`config.mk`:
```
export PLATFORM = sky130hd
export DESIGN_NAME = dir_key_conditioner_flat
export DESIGN_NICKNAME = d
export VERILOG_FILES = /design/src/rtl/key_pkg.sv /design/src/rtl/dir_key_conditioner_if.sv /design/src/rtl/key_debounce.sv /design/src/rtl/dir_key_conditioner.sv /design/src/flat_wrapper.sv
export SDC_FILE = /design/constraint.sdc
export NUM_CORES = 1
export LEC_CHECK = 0
export ABC_AREA = 1
export CAP_MARGIN = 15
export CORE_MARGIN = 1.5
export CORE_UTILIZATION = 40
export CTS_BUF_LIST = sky130_fd_sc_hd__clkbuf_4 sky130_fd_sc_hd__clkbuf_8 sky130_fd_sc_hd__clkbuf_16
export CTS_CLUSTER_DIAMETER = 200
export DETAILED_ROUTE_END_ITERATION = 6
export GPL_ROUTABILITY_DRIVEN = 0
export GPL_TIMING_DRIVEN = 0
export PLACE_DENSITY_LB_ADDON = 0.15
export SLEW_MARGIN = 20
export SYNTH_ARGS = -nofsm -noshare
export SYNTH_HDL_FRONTEND = slang
export SYNTH_SLANG_ARGS = --single-unit
```
`constraint.sdc`:
```
create_clock -name I_clk -period 1.8 [get_ports I_clk]
set_input_delay 0.18 -clock I_clk [delete_from_list [all_inputs] [get_ports I_clk]]
set_output_delay 0.18 -clock I_clk [all_outputs]
set_load 0.1 [all_outputs]
```
`src/rtl/key_pkg.sv`:
```
// Shared key-FSM state type and key index constants for the direction-key conditioner.
package key_pkg;

  typedef enum logic [1:0] {
    IDLE,
    PRESS_WAIT,
    PRESSED,
    RELEASE_WAIT
  } key_state_t;

  localparam int unsigned KEY_UP    = 3;
  localparam int unsigned KEY_DOWN  = 2;
  localparam int unsigned KEY_LEFT  = 1;
  localparam int unsigned KEY_RIGHT = 0;

endpackage

```
`src/rtl/dir_key_conditioner_if.sv`:
```
// Raw key / game-over inputs and move-pulse / held-level outputs of dir_key_conditioner.
interface dir_key_conditioner_if;

  logic       I_key_up;
  logic       I_key_down;
  logic       I_key_left;
  logic       I_key_right;
  logic       I_gameover;
  logic       O_up;
  logic       O_down;
  logic       O_left;
  logic       O_right;
  logic [3:0] O_held;

  modport master (
    output I_key_up, I_key_down, I_key_left, I_key_right, I_gameover,
    input  O_up, O_down, O_left, O_right, O_held
  );

  modport slave (
    input  I_key_up, I_key_down, I_key_left, I_key_right, I_gameover,
    output O_up, O_down, O_left, O_right, O_held
  );

endinterface

```
`src/rtl/key_debounce.sv`:
```
// Single key channel: 2-FF synchronizer, debounce FSM, registered request pulse and held level.
// Optional auto-repeat while held is built only when KEY_AUTOREPEAT_EN is defined.
module key_debounce
  import key_pkg::*;
#(
  parameter int unsigned DEBOUNCE_CYCLES = 2_000_000
`ifdef KEY_AUTOREPEAT_EN
  ,
  parameter int unsigned REPEAT_DELAY    = 50_000_000,
  parameter int unsigned REPEAT_PERIOD   = 15_000_000
`endif
) (
  input  logic I_clk,
  input  logic I_rst,
  input  logic I_key,
  output logic O_req,
  output logic O_held
);

  localparam int unsigned CW = $clog2(DEBOUNCE_CYCLES + 1);

  logic          key_meta;
  logic          key_s;
  key_state_t    state;
  key_state_t    state_nxt;
  logic [CW-1:0] cnt;
  logic [CW-1:0] cnt_nxt;
  logic [CW-1:0] cnt_inc;
  logic          press_nxt;
  logic          req_nxt;

  always_ff @(posedge I_clk) begin
    if (I_rst) begin
      key_meta <= 1'b0;
      key_s    <= 1'b0;
    end else begin
      key_meta <= I_key;
      key_s    <= key_meta;
    end
  end

  always_ff @(posedge I_clk) begin
    if (I_rst) begin
      state <= IDLE;
      cnt   <= '0;
    end else begin
      state <= state_nxt;
      cnt   <= cnt_nxt;
    end
  end

  // With a 1-cycle debounce the first stable sample already completes the wait.
  always_comb begin
    state_nxt = state;
    cnt_nxt   = cnt;
    press_nxt = 1'b0;
    cnt_inc   = cnt + CW'(1);
    unique case (state)
      IDLE: begin
        if (key_s) begin
          if (DEBOUNCE_CYCLES == 1) begin
            state_nxt = PRESSED;
            press_nxt = 1'b1;
          end else begin
            state_nxt = PRESS_WAIT;
            cnt_nxt   = CW'(1);
          end
        end
      end
      PRESS_WAIT: begin
        if (!key_s) begin
          state_nxt = IDLE;
          cnt_nxt   = '0;
        end else if (cnt_inc >= CW'(DEBOUNCE_CYCLES)) begin
          state_nxt = PRESSED;
          cnt_nxt   = '0;
          press_nxt = 1'b1;
        end else begin
          cnt_nxt = cnt_inc;
        end
      end
      PRESSED: begin
        if (!key_s) begin
          if (DEBOUNCE_CYCLES == 1) begin
            state_nxt = IDLE;
          end else begin
            state_nxt = RELEASE_WAIT;
            cnt_nxt   = CW'(1);
          end
        end
      end
      RELEASE_WAIT: begin
        if (key_s) begin
          state_nxt = PRESSED;
          cnt_nxt   = '0;
        end else if (cnt_inc >= CW'(DEBOUNCE_CYCLES)) begin
          state_nxt = IDLE;
          cnt_nxt   = '0;
        end else begin
          cnt_nxt = cnt_inc;
        end
      end
      default: begin
        state_nxt = IDLE;
        cnt_nxt   = '0;
      end
    endcase
  end

`ifdef KEY_AUTOREPEAT_EN
  localparam int unsigned RPT_MAX = (REPEAT_DELAY > REPEAT_PERIOD) ? REPEAT_DELAY : REPEAT_PERIOD;
  localparam int unsigned RW      = $clog2(RPT_MAX + 1);

  logic [RW-1:0] rpt;
  logic [RW-1:0] rpt_nxt;
  logic          rpt_periodic;
  logic          rpt_periodic_nxt;
  logic          rpt_fire;

  // rpt_periodic selects the shorter period once the initial delay has elapsed.
  always_comb begin
    rpt_nxt          = '0;
    rpt_periodic_nxt = 1'b0;
    rpt_fire         = 1'b0;
    if (state == PRESSED && state_nxt == PRESSED) begin
      rpt_nxt          = rpt + RW'(1);
      rpt_periodic_nxt = rpt_periodic;
      if (rpt_nxt >= (rpt_periodic ? RW'(REPEAT_PERIOD) : RW'(REPEAT_DELAY))) begin
        rpt_fire         = 1'b1;
        rpt_nxt          = '0;
        rpt_periodic_nxt = 1'b1;
      end
    end
  end

  always_ff @(posedge I_clk) begin
    if (I_rst) begin
      rpt          <= '0;
      rpt_periodic <= 1'b0;
    end else begin
      rpt          <= rpt_nxt;
      rpt_periodic <= rpt_periodic_nxt;
    end
  end

  assign req_nxt = press_nxt | rpt_fire;
`else
  assign req_nxt = press_nxt;
`endif

  always_ff @(posedge I_clk) begin
    if (I_rst) begin
      O_req <= 1'b0;
    end else begin
      O_req <= req_nxt;
    end
  end

  assign O_held = (state == PRESSED) || (state == RELEASE_WAIT);

endmodule

```
`src/rtl/dir_key_conditioner.sv`:
```
// Four debounced direction keys, fixed-priority one-hot move pulses (up > down > left > right), game-over gating.
// KEY_AUTOREPEAT_EN adds auto-repeat pulses while a key stays held.
module dir_key_conditioner
  import key_pkg::*;
#(
  parameter int unsigned DEBOUNCE_CYCLES = 2_000_000,
  parameter int unsigned REPEAT_DELAY    = 50_000_000,
  parameter int unsigned REPEAT_PERIOD   = 15_000_000
) (
  input  logic                  I_clk,
  input  logic                  I_rst,
  dir_key_conditioner_if.slave  key_if
);

  if (DEBOUNCE_CYCLES < 1 || REPEAT_DELAY < 1 || REPEAT_PERIOD < 1) begin : g_bad_params
    $error("dir_key_conditioner: DEBOUNCE_CYCLES, REPEAT_DELAY and REPEAT_PERIOD must be at least 1");
  end

  logic [3:0] raw;
  logic [3:0] req;
  logic [3:0] held;
  logic [3:0] grant;
  logic [3:0] pulse_q;
  logic [3:0] held_q;

  assign raw[KEY_UP]    = key_if.I_key_up;
  assign raw[KEY_DOWN]  = key_if.I_key_down;
  assign raw[KEY_LEFT]  = key_if.I_key_left;
  assign raw[KEY_RIGHT] = key_if.I_key_right;

  for (genvar k = 0; k < 4; k++) begin : g_key
    key_debounce #(
      .DEBOUNCE_CYCLES(DEBOUNCE_CYCLES)
`ifdef KEY_AUTOREPEAT_EN
      ,
      .REPEAT_DELAY   (REPEAT_DELAY),
      .REPEAT_PERIOD  (REPEAT_PERIOD)
`endif
    ) u_key (
      .I_clk  (I_clk),
      .I_rst  (I_rst),
      .I_key  (raw[k]),
      .O_req  (req[k]),
      .O_held (held[k])
    );
  end

  // Losing requests are dropped, not queued.
  always_comb begin
    grant = '0;
    if (!key_if.I_gameover) begin
      if (req[KEY_UP])         grant[KEY_UP]    = 1'b1;
      else if (req[KEY_DOWN])  grant[KEY_DOWN]  = 1'b1;
      else if (req[KEY_LEFT])  grant[KEY_LEFT]  = 1'b1;
      else if (req[KEY_RIGHT]) grant[KEY_RIGHT] = 1'b1;
    end
  end

  always_ff @(posedge I_clk) begin
    if (I_rst) begin
      pulse_q <= '0;
      held_q  <= '0;
    end else begin
      pulse_q <= grant;
      held_q  <= held;
    end
  end

  assign key_if.O_up    = pulse_q[KEY_UP];
  assign key_if.O_down  = pulse_q[KEY_DOWN];
  assign key_if.O_left  = pulse_q[KEY_LEFT];
  assign key_if.O_right = pulse_q[KEY_RIGHT];
  assign key_if.O_held  = held_q;

endmodule

```
`src/flat_wrapper.sv`:
```
// flat-port wrapper written by rule: the top's interface ports become plain ports
module dir_key_conditioner_flat import key_pkg::*;
#(
  parameter int unsigned DEBOUNCE_CYCLES = 2_000_000,
  parameter int unsigned REPEAT_DELAY    = 50_000_000,
  parameter int unsigned REPEAT_PERIOD   = 15_000_000
)
  (I_clk, I_rst, key_if_I_key_up, key_if_I_key_down, key_if_I_key_left, key_if_I_key_right, key_if_I_gameover, key_if_O_up, key_if_O_down, key_if_O_left, key_if_O_right, key_if_O_held);
  dir_key_conditioner_if key_if_i ();
  input  logic I_clk;
  input  logic I_rst;
  input wire logic [$bits(key_if_i.I_key_up)-1:0] key_if_I_key_up;
  input wire logic [$bits(key_if_i.I_key_down)-1:0] key_if_I_key_down;
  input wire logic [$bits(key_if_i.I_key_left)-1:0] key_if_I_key_left;
  input wire logic [$bits(key_if_i.I_key_right)-1:0] key_if_I_key_right;
  input wire logic [$bits(key_if_i.I_gameover)-1:0] key_if_I_gameover;
  output wire logic [$bits(key_if_i.O_up)-1:0] key_if_O_up;
  output wire logic [$bits(key_if_i.O_down)-1:0] key_if_O_down;
  output wire logic [$bits(key_if_i.O_left)-1:0] key_if_O_left;
  output wire logic [$bits(key_if_i.O_right)-1:0] key_if_O_right;
  output wire logic [$bits(key_if_i.O_held)-1:0] key_if_O_held;
  assign key_if_i.I_key_up = key_if_I_key_up;
  assign key_if_i.I_key_down = key_if_I_key_down;
  assign key_if_i.I_key_left = key_if_I_key_left;
  assign key_if_i.I_key_right = key_if_I_key_right;
  assign key_if_i.I_gameover = key_if_I_gameover;
  assign key_if_O_up = key_if_i.O_up;
  assign key_if_O_down = key_if_i.O_down;
  assign key_if_O_left = key_if_i.O_left;
  assign key_if_O_right = key_if_i.O_right;
  assign key_if_O_held = key_if_i.O_held;
  dir_key_conditioner #(.DEBOUNCE_CYCLES(DEBOUNCE_CYCLES), .REPEAT_DELAY(REPEAT_DELAY), .REPEAT_PERIOD(REPEAT_PERIOD)) u_core (.I_clk(I_clk), .I_rst(I_rst), .key_if(key_if_i));
endmodule
```
==> results.toml, run 1 <==
[drt]
viasPerCell = 4.96
firstDrtPassIters = 5
drc = 0
ant_nets = 0
drt_iter0_drc = 339
vias = 6713
wire_per_inst_um = 13.0
wirelength_um = 17700

[cells_and_area]
area_growth_pct = 35.9
fillers = 1535
multi_input_area_um2 = 4460
layout_commonest_cell = "nand2_1"
regArea_um2 = 2340
final_area_um2 = 8750
utilization_pct = 55.3
nets = 1145
drive_above_1_share_pct = 31.6
antenna_cells = 0
mostFrequentLayoutCells = "311 x nand2_1, 103 x inv_1, 80 x nor2_1"

[die]
initial_core_util_pct = 40.7
core_area_um2 = 15800
rows = 46
die_y_um = 130
dieWidth_um = 130
ios = 15
die_area_um2 = 16900

[place]
place_hpwl_um = 11300
placed_area_um2 = 7010
pre_cts_slack_ns = -0.524
numPortBuffers = 14

[global_route]
track_usage_pct = 21.5
antenna_found_initial = 0
grt_pass1_vias = 6099
grt_max_degree = 18
grt_remaining_overflow = 0
grt_pass1_wl_um = 28800

[synthesis]
synth_edf_count = 0
synth_seq_cells = 112
synth_warnings = 0
syn_nets = 1040
yosysUniqueCellTypes = 39
ys_seq_area_share_pct = 34.8
syn_area_um2 = 6440
synth_cells = 1029
async_flop_share_pct = 0
ys.flop_type = "dfxtp_1"
avgSynthCellArea_um2 = 6.26

[power]
powerDensity_nw_per_um2 = 611
peakVddDrop_v = 0.000498
fin_total_pwr_mw = 5.34
p_leak_nw = 3.47

[setup_path]
r2r-start = "u_core.g_key[0].u_key.cnt[1]"
cp_data_required_time_ns = 2.08
cp_max_fo = 5
cp-startpoint = "u_core.g_key[0].u_key.cnt[1]"
critPathLaunchType = "register"
crit_arrival_ns = 2.36
worstSetupPathType = "reg2reg"
cp-end-kind = "register"
r2r_slack_ns = -0.28

[sta]
hold_viol = 0
slew_headroom_pct = 36.6
rsz0062_at_grt = "yes"
tightestPinTransition_ns = 0.954
fin_crit_ns = 2.08
setup-tns-final_ns = -18.74
final.setup.worst_slack_ns = -0.279
maxSlewViolCount = 0
max_freq_mhz = 481
setup_viol = 96
skew_ns = 0.00842
finalCritPeriodShare_pct = 116

[cts]
clock_latency_ns = 0.36
root_buffer = "clkbuf_16"
cts_buffers = 9
cts.reportedPaths.clkPinSlew_ns = 0.07
cts_tree = "done"
clockBufferDepth = 2
cts_sinks = 112
cts_max_level = 3

[worst_hold_path]
hold_path.class = "in2reg"
worstHoldStart = "key_if_I_key_right"

[job]
maxCapViolCount = 0

[run_status]
status = "complete, but fails checks"
violations = "setup timing"
worst paths after layout:
path / to / depth (start not counted)
min reg2reg: u_core.g_key[1].u_key.key_s / 2
max: u_core.g_key[0].u_key.cnt[16] / 16
min: u_core.g_key[0].u_key.key_meta / 3
max reg2reg: u_core.g_key[0].u_key.cnt[16] / 16
critical path, stage by stage (launching register included):
cell and delay (ns):
dfxtp_4 0.37, ha_4 0.14, nand2_4 0.05, nor2_4 0.19, nand2_2 0.11, nor2_4 0.15, nand2_2 0.08, nand2_2 0.06
nand2_1 0.05, nor2_1 0.12, nand3_2 0.10, nand3_4 0.11, nand2_4 0.06, inv_4 0.11, buf_8 0.14, nand2_4 0.05
a21oi_2 0.12
stage by stage:
step | hold slack, ns | instances
final | 0.352 | 1354
after global routing | 0.377 | 1354
after CTS | 0.335 | 1337
after detailed placement | 0.398 | 1259
after global placement | 0.392 | 1259
after floorplan | 0.257 | 1029
flip-flops by register name (all words and copies together) (netlist names), named ones only:
register	flops
u_core.g_key.u_key.state	4
u_core.g_key.u_key.cnt	84
u_core.pulse_q	4
u_core.key_if.O_held	4
u_core.g_key.u_key.key_meta	4
u_core.g_key.u_key.key_s	4
u_core.g_key.u_key.O_req	4
layout make-up:
cell class / instances / share of cell area [%]
buffer: 27 / 1.84
multi-input combinational: 777 / 51.0
clock inverter: 4 / 0.600
tap: 216 / 3.09
clock buffer: 11 / 2.89
inverter: 113 / 4.96
timing repair buffer: 94 / 8.91
sequential: 112 / 26.7
metal layers:
layer | global-route usage [%] | up-vias | part of all wire, %
met3 | 4.14 | 19 | 3.9
met4 | 6.34 | 0 | 1.4
met1 | 27.2 | 3080 | 46
li1 | - | 3502 | -
met5 | 0 | - | 0
met2 | 37.1 | 112 | 49
cell families after synthesis:
group                    after synthesis  share of synthesized area, %
buffers and inverters                140                          8.70
flip-flops                           112                          34.8
XOR/XNOR                              21                          2.97
AND/OR/NAND/NOR                      648                          44.3
adder cells (fa/ha/maj)                4                         0.777
AO/OA/AOI/OAI                        104                          8.43
what timing repair did:
item / CTS / global route
endpoints found under the setup margin: 104 / 96
hold buffers: 0 / 0
resized for setup: 171 / 107
buffers inserted: 59 / 17
gates cloned: 4 / 0
pin swaps: 62 / 28
power by group:
part	switching [mW]	internal (mW)
sequential	0.0579	2.52
combinational	0.485	0.184
clock	0.941	1.15
total	1.48	3.86
synthesized netlist by cell type (all sizes together), types with 3 or more instances:
master  instances  area, um^2
o21ai          13        72.6
nand3b          6        45.0
nand3          66         375
nor2          128         571
nor3            8        40.0
a21oi          86         434
clkbuf         20        75.1
dfxtp         112        2240
nor4            3        25.0
xnor2           7        68.8
buf             7        58.8
inv           112         423
ha              4        50.1
nand2         381        1450
xor2           14         123
nand4          52         325
No activity file was read; power rests on OpenSTA's default activity.
==> run 2: changes to the inputs <==
--- a/config.mk
+++ b/config.mk
@@ -7,10 +7,13 @@
 export LEC_CHECK = 0
 export ABC_AREA = 1
 export CAP_MARGIN = 15
+export CELL_PAD_IN_SITES_DETAIL_PLACEMENT = 1
+export CELL_PAD_IN_SITES_GLOBAL_PLACEMENT = 1
 export CORE_MARGIN = 1.5
 export CORE_UTILIZATION = 40
 export CTS_BUF_LIST = sky130_fd_sc_hd__clkbuf_4 sky130_fd_sc_hd__clkbuf_8 sky130_fd_sc_hd__clkbuf_16
 export CTS_CLUSTER_DIAMETER = 200
+export CTS_CLUSTER_SIZE = 16
 export DETAILED_ROUTE_END_ITERATION = 6
 export GPL_ROUTABILITY_DRIVEN = 0
 export GPL_TIMING_DRIVEN = 0
==> run 2 against run 1 <==
Compared with the run above: the flow still finishes with violations (setup timing); routed wire length grew 26%; worst hold slack got worse by 0.037 ns; final area rose by 4.4%; clock skew grew 0.0026 ns; highest routed layer unchanged; worst setup slack got worse by 0.059 ns; sequential share of layout area down 1.1 points; die area stayed put; via count is 5.4% higher.
==> results.toml, run 2 (same netlist as run 1, synthesis figures left out) <==
[run_status]
status = "complete, but fails checks"
violations = "setup timing"

[setup_path]
slowest_stage = "dfxtp_4"
crit_arrival_ns = 2.37
cp_max_fo = 5
cp_num_buf_inv = 2
crit_chain = "nand2_2, nor2_4, nand2_1, nor2_4, nand4_1, nand2_2, nand2_2, nor2_4, nand3_4, nand2_4, inv_8, clkbuf_16, nand2_4, a21oi_2"
cpLargestDelayFamily = "simple AND/OR/NAND/NOR gates"
worstSetupPathType = "reg2reg"
cp_data_required_time_ns = 2.04
slowest_delay_ns = 0.40
cp-end-kind = "register"
critPathLaunchType = "register"

[sta]
hold_viol = 0
final.setup.worst_slack_ns = -0.339
rsz0062_at_grt = "yes"
slew_headroom_pct = 36.2
finalCritPeriodShare_pct = 119
maxSlewViolCount = 0
setup-tns-final_ns = -25.46
hold-worst-slack_ns = 0.315
max_freq_mhz = 468
setup_viol = 96
fin_crit_ns = 2.14
tightestPinTransition_ns = 0.961
skew_ns = 0.0110

[die]
core_area_um2 = 15800
rows = 46
die_y_um = 130
die_area_um2 = 16900
initial_core_util_pct = 40.7
dieWidth_um = 130
ios = 15

[global_route]
grt_max_degree = 19
antenna_found_initial = 0
track_usage_pct = 25.6
grt_pass1_wl_um = 34000
grt_pass1_vias = 7064
grt_remaining_overflow = 0

[power]
powerDensity_nw_per_um2 = 589
power_switching_share_pct = 30.0
intPower_mw = 3.77
fin_total_pwr_mw = 5.38
switching_power_mw = 1.61
peakVddDrop_v = 0.000521
clkPwrFrac_pct = 38.4
p_leak_nw = 3.71
power_frac_seq_pct = 48.0
pwr-share-comb_pct = 13.6

[place]
place_hpwl_um = 13500
placed_area_um2 = 7010
pre_cts_slack_ns = -0.560
dpl.cell_count = 1259
numPortBuffers = 14

[cts]
cts_tree = "done"
hold_buffers = 0
root_buffer = "clkbuf_16"
cts_sinks = 112
cts_buffers = 9
cts_max_level = 3
cts.reportedPaths.clkPinSlew_ns = 0.08
clock_latency_ns = 0.37
clockBufferDepth = 2

[cells_and_area]
top_register = "u_core.g_key.u_key.cnt"
antenna_cells = 0
fillers = 2018
final_area_um2 = 9140
instances_no_fill = 1361
largest_register_ffs = 84
area_growth_pct = 41.8
mostFrequentLayoutCells = "280 x nand2_1, 103 x inv_1, 68 x nor2_1, 68 x buf_4"
utilization_pct = 57.7
nets = 1151
layout_commonest_cell = "nand2_1"
drive_above_1_share_pct = 36.0

[drt]
vias = 7076
firstDrtPassIters = 5
wire_per_inst_um = 16.4
viasPerCell = 5.20
drc = 0
ant_nets = 0
wirelength_um = 22300
drt_iter0_drc = 288

[job]
maxCapViolCount = 0

[worst_hold_path]
hold_path.class = "in2reg"
## run 2: changes by cell type in the layout (fill, tap and decap cells not counted), moves of 4 or more
cell     delta
a21oi_1     -5
a21oi_2     +5
nand2_2    +18
nor2_2      +4
dfxtp_2     -4
nor2_4      +8
nand2_4    +13
nor2_1     -12
nand2_1    -31
## run 2: worst register-to-register path, cell delays in order, from the launching register on
cell	delay [ns]
dfxtp_4	0.40
nand2_2	0.12
nor2_4	0.18
nand2_1	0.14
nor2_4	0.14
nand4_1	0.11
nand2_2	0.13
nand2_2	0.09
nor2_4	0.12
nand3_4	0.11
nand2_4	0.13
inv_8	0.05
clkbuf_16	0.16
nand2_4	0.07
a21oi_2	0.05
## run 2: path summary, 6_finish.rpt
path	startpoint	endpoint	slack, ns	depth (start not counted)
worst min register to register	u_core.g_key[0].u_key.key_meta	u_core.g_key[0].u_key.key_s	0.42	2
worst max-delay path	u_core.g_key[1].u_key.cnt[4]	u_core.g_key[1].u_key.cnt[18]	-0.34	14
worst max register to register	u_core.g_key[1].u_key.cnt[4]	u_core.g_key[1].u_key.cnt[18]	-0.34	14
worst min-delay path	key_if_I_key_left	u_core.g_key[1].u_key.key_meta	0.32	3
## run 2: final cells by class
| type | instances | area, um^2 | share of cell area, % |
|---|---|---|---|
| Buffer | 27 | 170 | 1.86 |
| Clock buffer | 12 | 260 | 2.85 |
| Clock inverter | 4 | 35.0 | 0.384 |
| Inverter | 113 | 447 | 4.89 |
| Multi-Input combinational cell | 777 | 4700 | 51.4 |
| Sequential cell | 112 | 2340 | 25.7 |
| Tap cell | 216 | 270 | 2.96 |
| Timing Repair Buffer | 100 | 908 | 9.94 |
## run 2: repair_timing
action                     CTS  global route
setup endpoints to repair  104            96
cloned                       4             2
buffers inserted            59            24
resized for setup          189           169
pin swaps                   61            54
## run 2: layer usage
metal	share of wire [%]	up-vias	GRT usage, %
met5	0	-	0
met4	2.5	0	8.10
met3	2.3	40	4.02
met2	50	96	45.8
met1	45	3415	31.4
li1	-	3525	-
## run 2: power by group through the flow
stage	logic, mW	clock network (mW)	registers, mW
3_5_place_dp	0.588	0	2.66
5_1_grt	0.792	2.20	2.59
6_report	0.733	2.07	2.58
4_1_cts	0.654	2.12	2.58
3_3_place_gp	0.579	0	2.65
2_1_floorplan	0.351	0	2.69
==> RTL edit 1: new RTL, settings of run 2 <==
`DEBOUNCE_CYCLES` is set to 2_000_000 in 3 places; all go to 1_000_000.
--- a/src/rtl/key_debounce.sv
+++ b/src/rtl/key_debounce.sv
@@ -4,5 +4,5 @@
   import key_pkg::*;
 #(
-  parameter int unsigned DEBOUNCE_CYCLES = 2_000_000
+  parameter int unsigned DEBOUNCE_CYCLES = 1_000_000
 `ifdef KEY_AUTOREPEAT_EN
   ,
--- a/src/rtl/dir_key_conditioner.sv
+++ b/src/rtl/dir_key_conditioner.sv
@@ -4,5 +4,5 @@
   import key_pkg::*;
 #(
-  parameter int unsigned DEBOUNCE_CYCLES = 2_000_000,
+  parameter int unsigned DEBOUNCE_CYCLES = 1_000_000,
   parameter int unsigned REPEAT_DELAY    = 50_000_000,
   parameter int unsigned REPEAT_PERIOD   = 15_000_000
--- a/src/flat_wrapper.sv
+++ b/src/flat_wrapper.sv
@@ -2,5 +2,5 @@
 module dir_key_conditioner_flat import key_pkg::*;
 #(
-  parameter int unsigned DEBOUNCE_CYCLES = 2_000_000,
+  parameter int unsigned DEBOUNCE_CYCLES = 1_000_000,
   parameter int unsigned REPEAT_DELAY    = 50_000_000,
   parameter int unsigned REPEAT_PERIOD   = 15_000_000
Function: same outputs for any inputs over 10 cycles, from zero or initial values and one cycle with I_rst high; that may be too few to reach the edited logic, so the function may still have changed.
==> RTL edit 1 against run 2 <==
  * The run still ends with negative setup slack left
  * Routed wire length up 10%
  * Sequential power down 3%
  * Clock power up 2%
  * Count of clock-buffer cells in the layout up 2
  * Sequential cell count down 4
  * Area after synthesis down 1.5%
  * Power up 1.3%
  * Setup slack worse by 0.12 ns
  * Design area up 1.8%
  * Critical endpoint is now u_core.g_key[3].u_key.cnt[15]$_SDFFE_PP0P_
==> RTL edit 1: results (changes against run 2) <==
* Status: finished with violations
* Failing checks: negative setup slack
* Mapped cell area at 6340 um2 (-1.5%)
* Largest register FFs at 80 (-4.8%)
* Yosys cell types at 40 (+2.6%)
* Hold/Removal Path Class: in2reg
* Pre-antenna DRT Iters at 5 (unchanged)
* Clk_lat worst skew at 0.37 ns (about the same)
* Diodes inserted at 0 (unchanged)
* Global-route usage over all layers at 26.6% (+1.1 points)
* Top cells by area, synth: dfxtp_1 34%, nand2_1 20%, nor2_1 6.9%, a21oi_1 5.4%, inv_1 5.3%
* Slew @ Worst Pin at 0.978 ns (+0.0172 ns)
* Top_reg_cell synth: dfxtp_1
* Setup TNS at -24.92 ns (+0.536 ns)
* Final setup viols at 91 (-5.2%)
* Slowest stage delay, CP at ~0.39 ns
* Syn_nets at 997 (-4.1%)
* Largest Register: u_core.g_key.u_key.cnt
* Initial antenna violation count at 0 (unchanged)
* DR DRC count at 0 (unchanged)
* Routed vias/inst at 5.33 (+2.5%)
* Most used cell, CP: nand3_4
* Drt wl/cell at 18.5 um (+13%)
* Htree depth at 3 (unchanged)
* Slowest CP cell: dfxtp_4
* Root Driver: clkbuf_16
* Skew final at 0.0152 ns (+0.00423 ns)
* Hpwl dp at 13200 um (-2.2%)
* Yosys Warn Count at 0 (unchanged)
* Fillcell total at 1943 (-3.7%)
* Port buffer count at 13 (-1)
* Vias in the first global route at 7046 (-0.25%)
* Async SR Flop Fraction at 0% (unchanged)
* Placed insts at 1210 (-3.9%)
* Max Buffers Root-to-Sink at 2 (unchanged)
* Post-route setup slack at -0.462 ns (-0.123 ns)
* Maximum vdd drop at 549 uV (+5.3%)
* Leak pwr at 0.00387 uW (+4.3%)
* Synthesized instance count at 986 (-4.2%)
* Via count at 7079 (+0.042%)
* First-pass GRT wire length at 34900 um (+2.5%)
* CP max FO at 3 (-2)
* Clk slew on worst S/H paths at approximately 0.090 ns
* Layout cells sized above 1 at 46.4% (+10 points)
* Sequential area share after synthesis at 34.1% (-0.72 points)
* CP delay by family, top: simple AND/OR/NAND/NOR gates
* Nets at 1123 (-2.4%)
* 1st-iter DRT viols at 361 (+25%)
* Pin count of the biggest net entering global routing at 18 (-1)
* Synth top cells by count: 332 x nand2_1, 117 x nor2_1, 108 x dfxtp_1
RTL edit 1: changes by cell type after synthesis, moves of 13 or more:
cell / delta
inv_1: -18
nand2_2: +27
nand2_1: -44
a21oi_2: +19
nand4_1: -29
a21oi_1: -17
nor2_1: +13
RTL edit 1: logic make-up after synthesis:
group | count (synthesis) | share of synthesized area [%]
AND/OR/NAND/NOR | 610 | 42.4
AO/OA/AOI/OAI | 111 | 10.4
adder cells (fa/ha/maj) | 4 | 0.789
XOR/XNOR | 28 | 4.10
flip-flops | 108 | 34.1
buffers and inverters | 125 | 8.17
RTL edit 1: final timing paths:
kind / from / end / slack [ns] / cells past startpoint
setup / recovery: u_core.g_key[3].u_key.cnt[0]$_SDFFE_PP0P_ / u_core.g_key[3].u_key.cnt[15]$_SDFFE_PP0P_ / -0.46 / 14
hold / removal: key_if_I_key_right / u_core.g_key[0].u_key.key_meta$_SDFF_PP0_ / 0.33 / 3
setup reg to reg: u_core.g_key[3].u_key.cnt[0]$_SDFFE_PP0P_ / u_core.g_key[3].u_key.cnt[15]$_SDFFE_PP0P_ / -0.46 / 14
hold reg to reg: u_core.g_key[2].u_key.key_meta$_SDFF_PP0_ / u_core.g_key[2].u_key.key_s$_SDFF_PP0_ / 0.42 / 2
RTL edit 1: per-layer routing:
metal / part of all wire, % / routed length, um / vias to the layer above / global-route usage (%)
li1: - / - / 3368 / -
met4: 2.7 / 654 / 0 / 8.06
met5: 0 / 0 / - / 0
met3: 3.0 / 727 / 64 / 5.11
met2: 53 / 13000 / 147 / 48.6
met1: 42 / 10300 / 3500 / 31.5
RTL edit 1: tightest hold or removal path, cell delays in order:
cell	delay [ns]
clkdlybuf4s50_1	0.39
inv_1	0.05
nor2_1	0.03
RTL edit 1: metrics by stage:
step	area (um2)	setup slack [ns]	total power (uW)
finish	9300	-0.462	5450
global route	9300	-0.641	5630
CTS	8520	-0.260	5370
detailed placement	6840	-0.417	3180
global placement	6840	-0.385	3160
floorplan	6450	-0.0709	2970
RTL edit 1: area by class of cell:
| type | count | area (um2) | share of cell area (%) |
|---|---|---|---|
| Buffer | 29 | 176 | 1.90 |
| Clock buffer | 14 | 287 | 3.08 |
| Clock inverter | 2 | 17.5 | 0.188 |
| Inverter | 96 | 388 | 4.17 |
| Multi-Input combinational cell | 753 | 4880 | 52.4 |
| Sequential cell | 108 | 2300 | 24.7 |
| Tap cell | 211 | 264 | 2.84 |
| Timing Repair Buffer | 114 | 990 | 10.6 |
| Timing Repair inverter | 1 | 8.76 | 0.0941 |
RTL edit 1: power by group:
group | internal [uW] | switching [uW]
sequential | 2430 | 73.3
combinational | 244 | 591
clock | 1120 | 1000
RTL edit 1: repair_timing:
action,in CTS,in global routing
setup endpoints to repair,99,92
buffers inserted,72,28
gates resized for setup,256,177
pin swaps,64,73
cloned,5,0
==> RTL edit 2: new RTL, config.mk and constraints of run 2 <==
Made on the original files. The 4 states of `key_state_t` get a one-hot encoding in 4 bits.
--- a/src/rtl/key_pkg.sv
+++ b/src/rtl/key_pkg.sv
@@ -2,9 +2,9 @@
 package key_pkg;
 
-  typedef enum logic [1:0] {
-    IDLE,
-    PRESS_WAIT,
-    PRESSED,
-    RELEASE_WAIT
+  typedef enum logic [3:0] {
+    IDLE         = 4'b0001,
+    PRESS_WAIT   = 4'b0010,
+    PRESSED      = 4'b0100,
+    RELEASE_WAIT = 4'b1000
   } key_state_t;
 
Check against the original RTL: same outputs for any inputs over 10 cycles, from zero or initial values and one cycle with I_rst high; not proved beyond that.
==> RTL edit 2 against run 2 <==
  * The flow still finishes with violations (negative setup slack)
  * Synthesized cell count is 10% higher
  * Area after synthesis is 11% higher
  * Fmax is 8.2% lower
  * Sequential cell count is 8 higher
  * Design area is 17% higher
  * Global-route usage is 2.3 points higher
  * Sequential share of layout area is 2.6 points lower
  * Worst hold slack worse by 0.057 ns
  * Setup slack worse by 0.19 ns
  * Routed wire length is 32% higher
Power is not compared: it rests on default switching activity, and its combinational part moved more than twofold at a synthesized area within 25%.
==> RTL edit 2: results (changes against run 2) <==
* Synth top cells by count: 366 x nand2_1, 121 x inv_1, 120 x dfxtp_1
* Hpwl dp at 15100 um (+12%)
* Failing checks: negative setup slack
* Worst R2R Path Depth at 16 (+2)
* Port buffer count at 13 (-1)
* Met3 wire length at 721 um (+41%)
* Layout cells sized above 1 at 41.2% (+5.2 points)
* Slowest stage delay, CP at 0.37 ns (-0.03 ns)
* Routed vias/inst at 5.53 (+6.4%)
* CTS Buf Count at 17 (+8)
* 1st-iter DRT viols at 525 (+82%)
* Dpl ws at -0.525 ns (+0.0355 ns)
* Worst slew margin at 36.5% (+0.35 points)
* DR WL met2 at 15600 um (+39%)
* Comb. pwr at between 2000 and 3000 uW
* XOR/XNOR share of the synthesized area at 3.06% (+0.091 points)
* Global-route usage over all layers at 27.9% (+2.3 points)
* Global Route met1 Usage at 32.7% (+1.4 points)
* Met2 Usage GRT at 51.2% (+5.4 points)
* Total power draw at 9640 uW
* Fillcell total at 2140 (+6.0%)
* Mux share of post-synthesis cell area at 0.140% (+0.14 points)
* Clk_lat worst skew at 0.43 ns (+0.06 ns)
* Post-route setup slack at -0.529 ns (-0.190 ns)
* Max-cap violations at 0 (unchanged)
* Hold/Removal Path Class: in2reg
* Final setup viols at 104 (+8.3%)
* Htree depth at 4 (+1)
* Status: finished with violations
* Drt wl/cell at 19.7 um (+20%)
* Post-synthesis compound-gate area fraction at 8.98% (+0.55 points)
* Vias in the first global route at 8140 (+15%)
* Hold endpoint: u_core.g_key[3].u_key.key_meta$_SDFF_PP0_
* Grt met3 use at 5.07% (+1.1 points)
* Metal-1 WL at 12200 um (+22%)
* CP Data Arrival Time at 2.68 ns (+0.31 ns)
* First-pass GRT wire length at 40800 um (+20%)
* Pre-antenna DRT Iters at 4 (-1)
* Top cells by area, synth: dfxtp_1 34%, nand2_1 19%, a21oi_1 7.3%, nand3_1 7.3%, inv_1 6.4%
* Post_cts resized at 225 (+19%)
* Hold slack at 0.258 ns (-0.0566 ns)
* Critical Path Sink: u_core.g_key[2].u_key.cnt[9]$_SDFFE_PP0P_
* Via count at 8252 (+17%)
* Buffer count from post-CTS setup fixing at 56 (-5.1%)
* Async SR Flop Fraction at 0% (unchanged)
* Adder-Cell Fraction of Synth Area at 0.700% (-0.077 points)
* Sequential area share after synthesis at 33.6% (-1.2 points)
* Placed instance area at 7910 um2 (+13%)
* Skew final at 0.00940 ns (-0.00160 ns)
* Placed insts at 1373 (+9.1%)
* Clk slew on worst S/H paths at 0.06 ns (-0.02 ns)
* Pin count of the biggest net entering global routing at 17 (-2)
* Nets at 1265 (+9.9%)
* Synthesized instance count at 1135 (+10%)
* Setup TNS at -45.67 ns (-20.21 ns)
* Reg-to-Reg Start: u_core.g_key[2].u_key.cnt[1]$_SDFFE_PP0P_
* Worst Min Path Start: key_if_I_key_up
RTL edit 2: changes by cell type after synthesis, sizes merged, moves of 7 or more:
cell	delta
buf	+8
nor2	+7
inv	+13
nand4	-13
a21oi	+18
dfxtp	+8
nor3	+7
xor2	+7
nand3	+44
RTL edit 2: final cells by class:
| cell class | instances | area [um2] | share of cell area (%) |
|---|---|---|---|
| Tap cell | 225 | 282 | 2.62 |
| Sequential cell | 120 | 2480 | 23.1 |
| Timing Repair Buffer | 100 | 990 | 9.22 |
| Inverter | 125 | 484 | 4.51 |
| Clock buffer | 22 | 475 | 4.43 |
| Buffer | 35 | 299 | 2.79 |
| Multi-Input combinational cell | 855 | 5580 | 52.0 |
| Clock inverter | 10 | 143 | 1.33 |
RTL edit 2: cell families after synthesis:
logic type	count (synthesis)
AO/OA/AOI/OAI	126
XOR/XNOR	25
adder cells (fa/ha/maj)	4
buffers and inverters	160
flip-flops	120
multiplexers	1
AND/OR/NAND/NOR	699
